File: src/rtl/hssl_reg_wr_arbiter.sv
// rtl/hssl_reg_wr_arbiter.sv - round-robin arbiter with lock for the packet-side register write port
module hssl_reg_wr_arbiter #(
  parameter int NUM_REQ   = 4,
  parameter int ADDR_BITS = 16,
  parameter int MAX_BURST = 8,
  parameter int LOCK_TMO  = 64
) (
  input  logic                           clk,
  input  logic                           reset,
  input  logic [NUM_REQ-1:0]             req_vld_in,
  input  logic [NUM_REQ-1:0]             req_lock_in,
  input  logic [NUM_REQ*ADDR_BITS-1:0]   req_addr_in,
  input  logic [NUM_REQ*32-1:0]          req_data_in,
  output logic [NUM_REQ-1:0]             req_rdy_out,
  output logic [ADDR_BITS-1:0]           prx_addr_out,
  output logic [31:0]                    prx_wdata_out,
  output logic                           prx_en_out,
  output logic [NUM_REQ-1:0]             grant_out,
  output logic                           lock_abort_out
);

  localparam int IW = (NUM_REQ > 1) ? $clog2(NUM_REQ) : 1;
  localparam int BW = $clog2(MAX_BURST + 1);
  localparam int TW = $clog2(LOCK_TMO + 1);

  localparam logic [0:0] ST_OPEN   = 1'b0;
  localparam logic [0:0] ST_LOCKED = 1'b1;

  logic [0:0]           state, state_nx;
  logic [IW-1:0]        owner, owner_nx;
  logic [IW-1:0]        last, last_nx;
  logic [BW-1:0]        burst_cnt, burst_nx;
  logic [TW-1:0]        tmo_cnt, tmo_nx;
  logic                 abort_nx;
  logic [NUM_REQ-1:0]   grant_nx;

  logic [NUM_REQ-1:0]   rr_pick;
  logic [IW-1:0]        rr_idx;
  logic                 rr_found;
  logic [IW-1:0]        probe;

  logic                 hs;
  logic [IW-1:0]        sel;
  logic                 sel_lock;
  logic [ADDR_BITS-1:0] sel_addr;
  logic [31:0]          sel_data;

  // First valid requester after the last winner, wrapping around.
  always_comb begin
    rr_pick  = '0;
    rr_idx   = '0;
    rr_found = 1'b0;
    probe    = '0;
    for (int k = 1; k <= NUM_REQ; k++) begin
      probe = IW'((int'(last) + k) % NUM_REQ);
      if (!rr_found && req_vld_in[probe]) begin
        rr_found = 1'b1;
        rr_idx   = probe;
      end
    end
    if (rr_found) rr_pick[rr_idx] = 1'b1;
  end

  always_comb begin
    req_rdy_out = '0;
    if (state == ST_LOCKED) req_rdy_out[owner] = req_vld_in[owner];
    else                    req_rdy_out = rr_pick;
  end

  assign hs       = |(req_vld_in & req_rdy_out);
  assign sel      = (state == ST_LOCKED) ? owner : rr_idx;
  assign sel_lock = req_lock_in[sel];

  always_comb begin
    sel_addr = '0;
    sel_data = '0;
    for (int i = 0; i < NUM_REQ; i++) begin
      if (sel == IW'(i)) begin
        sel_addr = req_addr_in[i*ADDR_BITS +: ADDR_BITS];
        sel_data = req_data_in[i*32 +: 32];
      end
    end
  end

  always_comb begin
    state_nx = state;
    owner_nx = owner;
    last_nx  = last;
    burst_nx = burst_cnt;
    tmo_nx   = tmo_cnt;
    abort_nx = 1'b0;
    if (state == ST_OPEN) begin
      if (hs) begin
        last_nx = sel;
        if (sel_lock) begin
          // A single-word burst limit releases the lock on the very word that asked for it.
          if (MAX_BURST <= 1) begin
            abort_nx = 1'b1;
          end else begin
            state_nx = ST_LOCKED;
            owner_nx = sel;
            burst_nx = BW'(1);
            tmo_nx   = '0;
          end
        end
      end
    end else if (hs) begin
      tmo_nx = '0;
      if (!sel_lock) begin
        state_nx = ST_OPEN;
      end else begin
        if (int'(burst_cnt) < MAX_BURST) burst_nx = burst_cnt + BW'(1);
        if (int'(burst_cnt) + 1 >= MAX_BURST) begin
          state_nx = ST_OPEN;
          abort_nx = 1'b1;
        end
      end
    end else begin
      if (int'(tmo_cnt) < LOCK_TMO) tmo_nx = tmo_cnt + TW'(1);
      if (int'(tmo_cnt) + 1 >= LOCK_TMO) begin
        state_nx = ST_OPEN;
        abort_nx = 1'b1;
      end
    end
  end

  always_comb begin
    grant_nx = '0;
    if (state_nx == ST_LOCKED) grant_nx[owner_nx] = 1'b1;
  end

  always_ff @(posedge clk or posedge reset) begin
    if (reset) begin
      state          <= ST_OPEN;
      owner          <= '0;
      last           <= IW'(NUM_REQ - 1);
      burst_cnt      <= '0;
      tmo_cnt        <= '0;
      prx_addr_out   <= '0;
      prx_wdata_out  <= '0;
      prx_en_out     <= 1'b0;
      grant_out      <= '0;
      lock_abort_out <= 1'b0;
    end else begin
      state          <= state_nx;
      owner          <= owner_nx;
      last           <= last_nx;
      burst_cnt      <= burst_nx;
      tmo_cnt        <= tmo_nx;
      prx_en_out     <= hs;
      grant_out      <= grant_nx;
      lock_abort_out <= abort_nx;
      if (hs) begin
        prx_addr_out  <= sel_addr;
        prx_wdata_out <= sel_data;
      end
    end
  end

endmodule

File: config.mk
export PLATFORM = sky130hd
export DESIGN_NAME = hssl_reg_wr_arbiter
export DESIGN_NICKNAME = d
export VERILOG_FILES = /design/src/rtl/hssl_reg_wr_arbiter.sv
export SDC_FILE = /design/constraint.sdc
export NUM_CORES = 1
export LEC_CHECK = 0
export CAP_MARGIN = 20
export CORE_ASPECT_RATIO = 0.5
export CORE_MARGIN = 3
export CORE_UTILIZATION = 40
export DETAILED_ROUTE_END_ITERATION = 7
export GPL_TIMING_DRIVEN = 0
export PLACE_DENSITY = 0.83
export SETUP_SLACK_MARGIN = 0.1
export SLEW_MARGIN = 10
export SYNTH_ARGS = -nofsm -noshare
export SYNTH_HDL_FRONTEND = slang
export SYNTH_SLANG_ARGS = --single-unit
File: constraint.sdc
create_clock -name clk -period 3.01 [get_ports clk]
set_input_delay 0.602 -clock clk [delete_from_list [all_inputs] [get_ports clk]]
set_output_delay 0.602 -clock clk [all_outputs]
set_load 0.01 [all_outputs]
Yosys cells after proc, flatten, opt, wreduce, memory -nomap -nowiden
Index checks and enable logic that the tools add are counted.
{ "word_totals": {"output_inout_bits": 58, "wordCells": 121, "register_bits": 70, "inputBits": 202} }
{ "classes": {"mux": 64, "reduce_logical": 17, "bitwise": 3, "eq_ne": 4, "addsub": 8, "order_cmp": 15} }
{ "ops": {"columns": ["operator", "count"], "rows": [
  ["two-way mux 32 bit", 4],
  ["two-way mux 16 bit", 4],
  ["two-way mux 4 bit", 9],
  ["two-way mux 7 bit", 5],
  ["two-way mux 1 bit", 25],
  ["< comparator 2 x 3 -> 1 bit, second input constant", 8],
  ["two-way mux 2 bit", 8],
  ["binary-select mux 1 bit (select 2 bit)", 6],
  ["adder 7 x 1 -> 8 bit, second input constant", 1],
  ["AND 4 bit", 2],
  [">= comparator 8 x 7 -> 1 bit, second input constant", 1],
  ["adder 7 x 1 -> 7 bit, second input constant", 1],
  ["< comparator 7 bit, second input constant", 1],
  ["demux 1 bit (select 2 bit)", 3],
  [">= comparator 2 x 1 -> 1 bit, second input constant", 3],
  ["logical AND 1 bit", 6],
  ["AND reduction 3 bit", 2],
  ["nonzero test 2 bit", 3],
  ["adder 4 x 1 -> 5 bit, second input constant", 1],
  [">= comparator 5 x 4 -> 1 bit, second input constant", 1],
  ["adder 2 x 1 -> 2 bit, second input constant", 2],
  ["adder 2 bit, second input constant", 2],
  ["adder 4 x 1 -> 4 bit, second input constant", 1],
  ["equality test 2 bit, second input constant", 2],
  ["other kinds (8)", 10]
]} }

Longest topological paths before layout
Gate-level depths: netlist of run 1.
{ "logic_depth": {"ltp_word": 28, "mapped_depth": 9, "depth_no_buf": 8} }

Worst setup path before layout of run 1
OpenSTA, ideal clock, no wires.
{ "synth_path": {"path_kind": "input to output", "from": "in req_vld_in[3]", "to": "out req_rdy_out[1]", "path_buffers": 3, "path_slack_ns": 0.455, "required_time_ns": 2.408, "stages": 8, "t_arrival_ns": 1.953, "cell_sequence": "and2b_4 > o221ai_2 > o21a_1 > buf_6 > buf_2 > clkbuf_1 > nand3_1 > o21ai_0"} }
{ "synth_between": {"elab_chain_len": 18, "word_cells_on_any_way": 32, "cone_classes": "order compare: 2; mux: 22; bitwise: 1; reduce/logical: 7"} }
{ "synth_rtl": {"columns": ["element", "line", "rtl"], "rows": [
  ["from (decl)", "10", "input logic [NUM_REQ-1:0] req_vld_in,"],
  ["binary-select mux 1 bit (select 2 bit)", "56", "if (!rr_found && req_vld_in[probe]) begin"],
  ["two-way mux 1 bit (implied by the code)", "56", null],
  ["two-way mux 1 bit", "56", null],
  ["logical NOT 1 bit", "56", null],
  ["logical AND 1 bit", "56", null],
  ["two-way mux 1 bit", "56", null],
  ["logical NOT 1 bit", "56", null],
  ["logical AND 1 bit", "56", null],
  ["(+2 left out)", null, null],
  ["logical AND 1 bit", "56", null],
  ["two-way mux 2 bit", "56", null],
  ["< comparator 2 x 3 -> 1 bit (implied by the code) or >= comparator 2 x 1 -> 1 bit (tied branches)", "61", "if (rr_found) rr_pick[rr_idx] = 1'b1;"],
  ["logical AND 1 bit (implied by the code)", "61", null],
  ["two-way mux 1 bit (implied by the code)", "61", null],
  ["demux 1 bit (select 2 bit)", "61", null],
  ["two-way mux 4 bit", "61", null],
  ["two-way mux 4 bit (*)", "66", "if (state == ST_LOCKED) req_rdy_out[owner] = req_vld_in[owner];"],
  ["to (decl)", "14", "output logic [NUM_REQ-1:0] req_rdy_out,"]
]} }
Every way passes the cells marked *; elsewhere a longest branch is shown, timed or not. The select of a mux whose other input is x is not followed.

Final worst setup path of run 1
{ "layout_path": {"from": "in req_vld_in[2]", "to": "out req_rdy_out[1]"} }
Same word-level chain as after synthesis.

==> out/qor.csv, run 1 <==
metric;value;unit
Synth Cell Area;0.00469;sq mm
die width;159;microns
R2R Setup Slk;240;ps
final worst-path cycle share;94.6;%
Worst Hold Depth;1;
clk_lat worst skew;340;ps
Max Fclk;0.351;GHz
reg2reg path depth;10;
largest net degree at the start of global routing;42;
1st-iter DRT viols;286;
final non-filler cell total;973;
highest metal used;met4;
number of enable flip-flop cells after synthesis;0;
I/O Pins;260;
RSZ-0062 raised after global routing;true;
Setup crit end kind;output pin;
routed vias;5498;
Slew Viols, Final;0;
CTS tree;yes;
wire length of the first global-routing pass;27.9;mm
Syn Nets;741;
top_reg_cell synth;dfrtp_1;
Worst Path Required;2410;ps
R2R Path Start;last[1];
wire length on met2;9.37;mm
Hold WC Path Type;reg2reg;
Total Power;0.00886;W
Seq. cell area;0.00175;sq mm
Starting Density;41.8;%
vias in the first global route;5565;
DRC;0;
vias per std cell;5.65;
register area share after synthesis;37.4;%
Final setup viols;0;
TritonCTS Buffers;9;
port bufs;259;
PD cells;1130;mW/mm^2
initial antenna violation count;0;
max cap viols;0;
syn_area_per_cell;8.77;sq um
status;finished, final reports clean;
clock root buffer;clkbuf_16;
CTS Sinks;70;
Reg clk slew, reported paths;50;ps
Unique masters post-synth;54;
drt wl/cell;19.0;microns
critical path launch point type;input pin;
sw frac;46.4;%
drt first pass iters;4;
total grt overflow;0;
Fill cells;933;
n_diodes;0;
final hold vios;0;
met1 wire length;7.26;mm
Antenna Violating Nets Remaining;0;
worst reg2reg path endpoint;grant_out[2];
Slew headroom;65.8;%
area of the multi-input gates;0.00272;sq mm
placed insts;954;
async set or reset register ratio after synthesis;100;%
GPL Wtd Cong;0.898;
height of the chip;82.6;microns
layout cells sized above 1;9.71;%
placed cell areas;0.00750;sq mm
layout net count;1015;
core area;0.0112;sq mm
Layout area overhead;67.3;%
CP Max Fanout;10;
FF+latch count, synth;70;
row cnt;27;
hold buffer count at CTS;0;
Worst Hold Launch;prx_wdata_out[18];
worst hold path endpoint;prx_wdata_out[18];
post-layout min period;2850;ps
maximum VDD drop;538;uV
worst path arrival time;2250;ps
fin area;0.00784;sq mm
CTS H-tree lvls;3;
Final Skew;5.68;ps
post-synthesis cell count;535;
Ys Warns;0;
die area;0.0131;sq mm
clk buf depth;2;
sw power;0.00411;W
wire length on met3;1.14;mm
Slew @ Worst Pin;513;ps
GRT Total Usage;27.1;%
placed wire-length estimate;14.2;mm
clock share of power;11.0;%
Static Leak;3.38;nW
Internal;0.00475;W
Seq pwr share;19.3;%
final WL;18.5;mm
combinational share of power;69.7;%
WS Path Type;in2out;
-- timing repair --
| item | 4_1_cts | 5_1_grt |
|---|---|---|
| setup buffers | 1 | 3 |
| pin swaps | 1 | 4 |
| resized for setup | 21 | 23 |
| endpoints found under the setup margin | 55 | 58 |
-- worst max-delay path, stage by stage --
cell and delay, ps:
dlygate4sd2_1 300, or2_2 320, o221ai_4 100, o21a_1 190
buf_6 120, buf_6 150, buf_8 140, nand3_1 70
o21ai_0 90, buf_2 160
-- flip-flops by register name (all words and copies together), names as in the netlist --
name / flops
grant_out: 4
owner: 2
prx_addr_out: 16
state: 1
prx_en_out: 1
tmo_cnt: 7
lock_abort_out: 1
last: 2
prx_wdata_out: 32
burst_cnt: 4
-- cell type report --
cell class | instances | share of cell area, %
timing repair buffer | 264 | 33.5
clock inverter | 6 | 0.494
tap | 159 | 2.54
sequential | 70 | 22.4
inverter | 9 | 0.463
clock buffer | 10 | 2.92
multi-input combinational | 408 | 34.6
buffer | 47 | 3.13
-- cells by family (layout without fill, tap and decap cells) --
logic type                 after synthesis  count (layout)  synth area share, %
and+or+nand+nor                        203             203                 20.8
AOI/OAI and AO/OA                      196             196                 33.8
DFF                                     70              70                 37.4
buffers and inverters                   57             336                 5.42
muxes                                    5               5                 1.55
adders and majority gates                4               4                 1.07
-- layer usage --
layer	track usage [%]	up-vias
li1	-	2530
met1	31.2	2700
met2	48.9	217
met3	6.88	51
met4	12.1	0
met5	0	-
-- cells in the mapped netlist, types with 2 or more instances --
cell type | n | share of area [%]
dfrtp_1 | 68 | 36
o31ai_1 | 3 | 0.48
inv_1 | 7 | 0.56
o21ai_0 | 7 | 0.75
nand3_1 | 7 | 0.75
o21ai_1 | 3 | 0.32
nor2b_1 | 4 | 0.53
dfstp_2 | 2 | 1.1
nor3_1 | 3 | 0.32
mux2_2 | 2 | 0.48
nor3b_1 | 2 | 0.32
a2111oi_4 | 2 | 1.2
a21o_1 | 56 | 9.0
and3_1 | 3 | 0.40
nand2_1 | 110 | 8.8
o211ai_1 | 2 | 0.32
a211oi_1 | 49 | 7.8
buf_1 | 4 | 0.32
a21oi_1 | 6 | 0.64
and2_1 | 49 | 6.5
a31oi_1 | 3 | 0.40
o21a_1 | 2 | 0.32
nor2_1 | 8 | 0.64
inv_2 | 2 | 0.16
buf_6 | 2 | 0.48
a32o_1 | 2 | 0.43
nand2b_1 | 5 | 0.67
ha_1 | 4 | 1.1
nand4_1 | 3 | 0.40
a22o_1 | 2 | 0.37
clkbuf_1 | 24 | 1.9
or2_2 | 3 | 0.40
buf_2 | 17 | 1.8
a311oi_1 | 49 | 9.2
-- metrics by stage --
step	setup TNS [ps]	hold slack (ps)	utilization (%)	worst slack, ps
after floorplan	0	477	-	455
after global placement	-64570	460	66.7	-1000
after detailed placement	-27630	465	66.9	-1000
after CTS	0	477	69.7	33.8
after global routing	0	495	69.9	51.5
final	0	476	69.9	162
-- layout by cell type, fill, tap and decap left out, drive strengths merged, types with 3 or more instances in the layout --
master | netlist | routed
nand2 | 110 | 110
nor3 | 3 | 3
dlygate4sd2 | 0 | 3
or2 | 3 | 3
nor2b | 4 | 4
dfrtp | 68 | 68
nand2b | 5 | 5
ha | 4 | 4
nand4 | 3 | 3
nor2 | 9 | 9
buf | 24 | 32
clkdlybuf4s50 | 0 | 252
a21oi | 7 | 7
inv | 9 | 9
o31ai | 3 | 3
o21ai | 10 | 10
and3 | 3 | 3
clkbuf | 24 | 33
a21o | 56 | 56
and2 | 49 | 49
a211oi | 51 | 51
nand3 | 7 | 7
a31oi | 3 | 3
a311oi | 50 | 50
clkinv | 0 | 4
-- worst max path at each step --
stage	end	start	slack [ps]
floorplan	req_rdy_out[1]	req_vld_in[3]	450
global placement	req_rdy_out[1]	req_vld_in[3]	-1000
detailed placement	req_rdy_out[1]	req_vld_in[1]	-1000
CTS	req_rdy_out[1]	last[0]	30
global route	req_rdy_out[1]	last[0]	50
finish	req_rdy_out[1]	req_vld_in[2]	160
-- power groups by stage --
stage | sequential, W | clock [W] | combinational [W]
floorplan | 0.00185 | 0 | 0.00361
global placement | 0.00169 | 0 | 0.00588
detailed placement | 0.00171 | 0 | 0.00599
CTS | 0.00171 | 0.000982 | 0.00610
global route | 0.00176 | 0.00103 | 0.00669
finish | 0.00171 | 0.000971 | 0.00618
No activity file was read; power rests on OpenSTA's default activity.
==> run 2, diff against run 1 <==
--- a/config.mk
+++ b/config.mk
@@ -11,7 +11,7 @@
 export CORE_UTILIZATION = 40
 export DETAILED_ROUTE_END_ITERATION = 7
 export GPL_TIMING_DRIVEN = 0
-export PLACE_DENSITY = 0.83
+export PLACE_DENSITY = 0.95
 export SETUP_SLACK_MARGIN = 0.1
 export SLEW_MARGIN = 10
 export SYNTH_ARGS = -nofsm -noshare
==> out/qor.csv, run 2 (same netlist as run 1, synthesis figures left out) <==
metric;value;unit;change
port bufs;259;;unchanged
critical path buffer and inverter count;5;;unchanged
clock root buffer;clkbuf_16;;
worst hold slack;474;ps;-1.74 ps
PD cells;1140;mW/mm^2;+1.0%
row cnt;27;;unchanged
clk_lat worst skew;330;ps;about the same
status;finished, final reports clean;;
leading cell type in the layout, fill and taps excluded;clkdlybuf4s50_1;;
1st-iter DRT viols;507;;+77%
max cap viols;0;;unchanged
Hold WC Path Type;reg2reg;;
Slew Viols, Final;0;;unchanged
Reg clk slew, reported paths;60;ps;about the same
highest-count cells in the layout ignoring fill and taps;clkdlybuf4s50_1 (253), nand2_1 (110), dfrtp_1 (68);;
max FFs per register;32;;unchanged
critical path launch point type;input pin;;
Setup crit end kind;output pin;;
Layout area overhead;68.4;%;
post-layout min period;2830;ps;-17.0 ps
n_diodes;0;;unchanged
CTS H-tree lvls;3;;unchanged
worst path arrival time;2230;ps;-20 ps
Worst Path Required;2410;ps;about the same
GRT Total Usage;26.8;%;-0.21 points
Max Fclk;0.353;GHz;+0.60%
drt wl/cell;18.9;microns;-0.53%
vias per std cell;5.72;;+1.3%
CP Max Fanout;10;;unchanged
Crit-path slowest cell;or2_2;;
die area;0.0131;sq mm;unchanged
vias in the first global route;5475;;-1.6%
final WL;18.4;mm;-0.23%
height of the chip;82.6;microns;unchanged
TritonCTS Buffers;9;;unchanged
Final setup viols;0;;unchanged
Worst Setup SP;req_vld_in[2];;
crit path cell chain;dlygate4sd2_1 > or2_2 > o221ai_4 > o21a_1 > buf_6 > buf_8 > clkbuf_16 > nand3_1 > o21ai_1 > buf_2;;
Slew @ Worst Pin;594;ps;+81.4 ps
RSZ-0062 raised after global routing;true;;
biggest regs;prx_wdata_out (32), prx_addr_out (16), tmo_cnt (7);;
maximum VDD drop;638;uV;+19%
core area;0.0112;sq mm;unchanged
routed vias;5587;;+1.6%
largest reg by FF count;prx_wdata_out;;
CTS Sinks;70;;unchanged
CP endpoint;req_rdy_out[1];;
placed wire-length estimate;14.0;mm;-1.4%
CTS tree;yes;;
R2R Setup Slk;250;ps;about the same
reg2reg path depth;10;;unchanged
Critical Path Stages;10;;unchanged
final worst-path cycle share;94.0;%;-0.57 points
Worst Hold Launch;prx_addr_out[1];;
setup TNS;0;ps;unchanged
Starting Density;41.8;%;unchanged
worst reg2reg path endpoint;prx_addr_out[10];;
drt first pass iters;5;;+1
GPL Wtd Cong;0.906;;+0.84%
clk buf depth;2;;unchanged
Static Leak;3.40;nW;+0.64%
largest net degree at the start of global routing;47;;+12%
R2R Path Start;last[0];;
final hold vios;0;;unchanged
die width;159;microns;unchanged
cell family with most CP delay;buffers and inverters;;
wire length of the first global-routing pass;28.4;mm;+1.5%
total grt overflow;0;;unchanged
layout net count;1018;;+0.30%
Final Skew;3.14;ps;-2.54 ps
WS Path Type;in2out;;
Slew headroom;60.2;%;-5.6 points
layout cells sized above 1;9.79;%;+0.087 points
Antenna Violating Nets Remaining;0;;unchanged
initial antenna violation count;0;;unchanged
CP max stage delay;320;ps;about the same
I/O Pins;260;;unchanged
DRC;0;;unchanged
hold buffer count at CTS;0;;unchanged
fin util;70.4;%;+0.47 points
run 2: changes by cell type in the layout (fill, tap and decap cells not counted), sizes merged:
cell	change
clkdlybuf4s50	+1
clkbuf	+3
dlymetal6s2s	-1
bufinv	+1
buf	+1
clkinvlp	-2
run 2: area by class of cell:
class,instances,area [sq um]
clock buffers,11,233
plain buffers,47,258
clock inverters,5,50.0
well taps,159,199
multi-input cells,408,2710
repair buffers,267,2650
fillers,874,3320
inverters,9,36.3
flip-flops and latches,70,1750
run 2: layer usage:
layer	up-vias	part of all wire (%)	global-route usage, %	wire length [microns]
li1	2540	-	-	-
met3	32	6.9	5.38	1280
met2	308	51	49.1	9490
met4	0	1.9	8.12	357
met1	2707	40	32.8	7310
met5	-	0	0	0
run 2: power breakdown:
group          leakage (nW)  switching (W)  internal [W]
clock network         0.143       0.000397      0.000636
logic                  2.40        0.00345       0.00281
registers             0.859       0.000279       0.00144
total                  3.40        0.00413       0.00488
run 2: per-stage QoR:
step	std cells	area (sq um)	worst slack (ps)	power (W)
2_1_floorplan	535	4690	455	0.00545
3_3_place_gp	953	7480	-1050	0.00750
3_5_place_dp	954	7510	-1060	0.00771
4_1_cts	971	7850	44.1	0.00886
5_1_grt	976	7900	86.1	0.00961
6_report	976	7900	179	0.00901
run 2: worst min-delay path by stage:
stage | end | slack, ps | cells past startpoint
detailed placement | prx_wdata_out[25] | 470 | 1
global route | prx_wdata_out[25] | 490 | 1
CTS | prx_wdata_out[25] | 480 | 1
floorplan | last[1] | 480 | 2
global placement | prx_wdata_out[2] | 460 | 1
finish | prx_addr_out[1] | 470 | 1
run 2: what timing repair did:
item | CTS | global route
endpoints found under the setup margin | 53 | 52
buffers inserted | 1 | 6
resized for setup | 22 | 20
endpoints found under the hold margin | 0 | 0
pin swaps | 2 | 4
run 2: worst register-to-register path: stages (launching register included):
cell and delay, ps:
dfstp_2 530, nand2b_1 190, o221ai_4 160, o21a_1 210, buf_6 130, buf_4 190
a211oi_4 390, buf_4 270, buf_2 280, a311oi_1 100, a21o_1 190
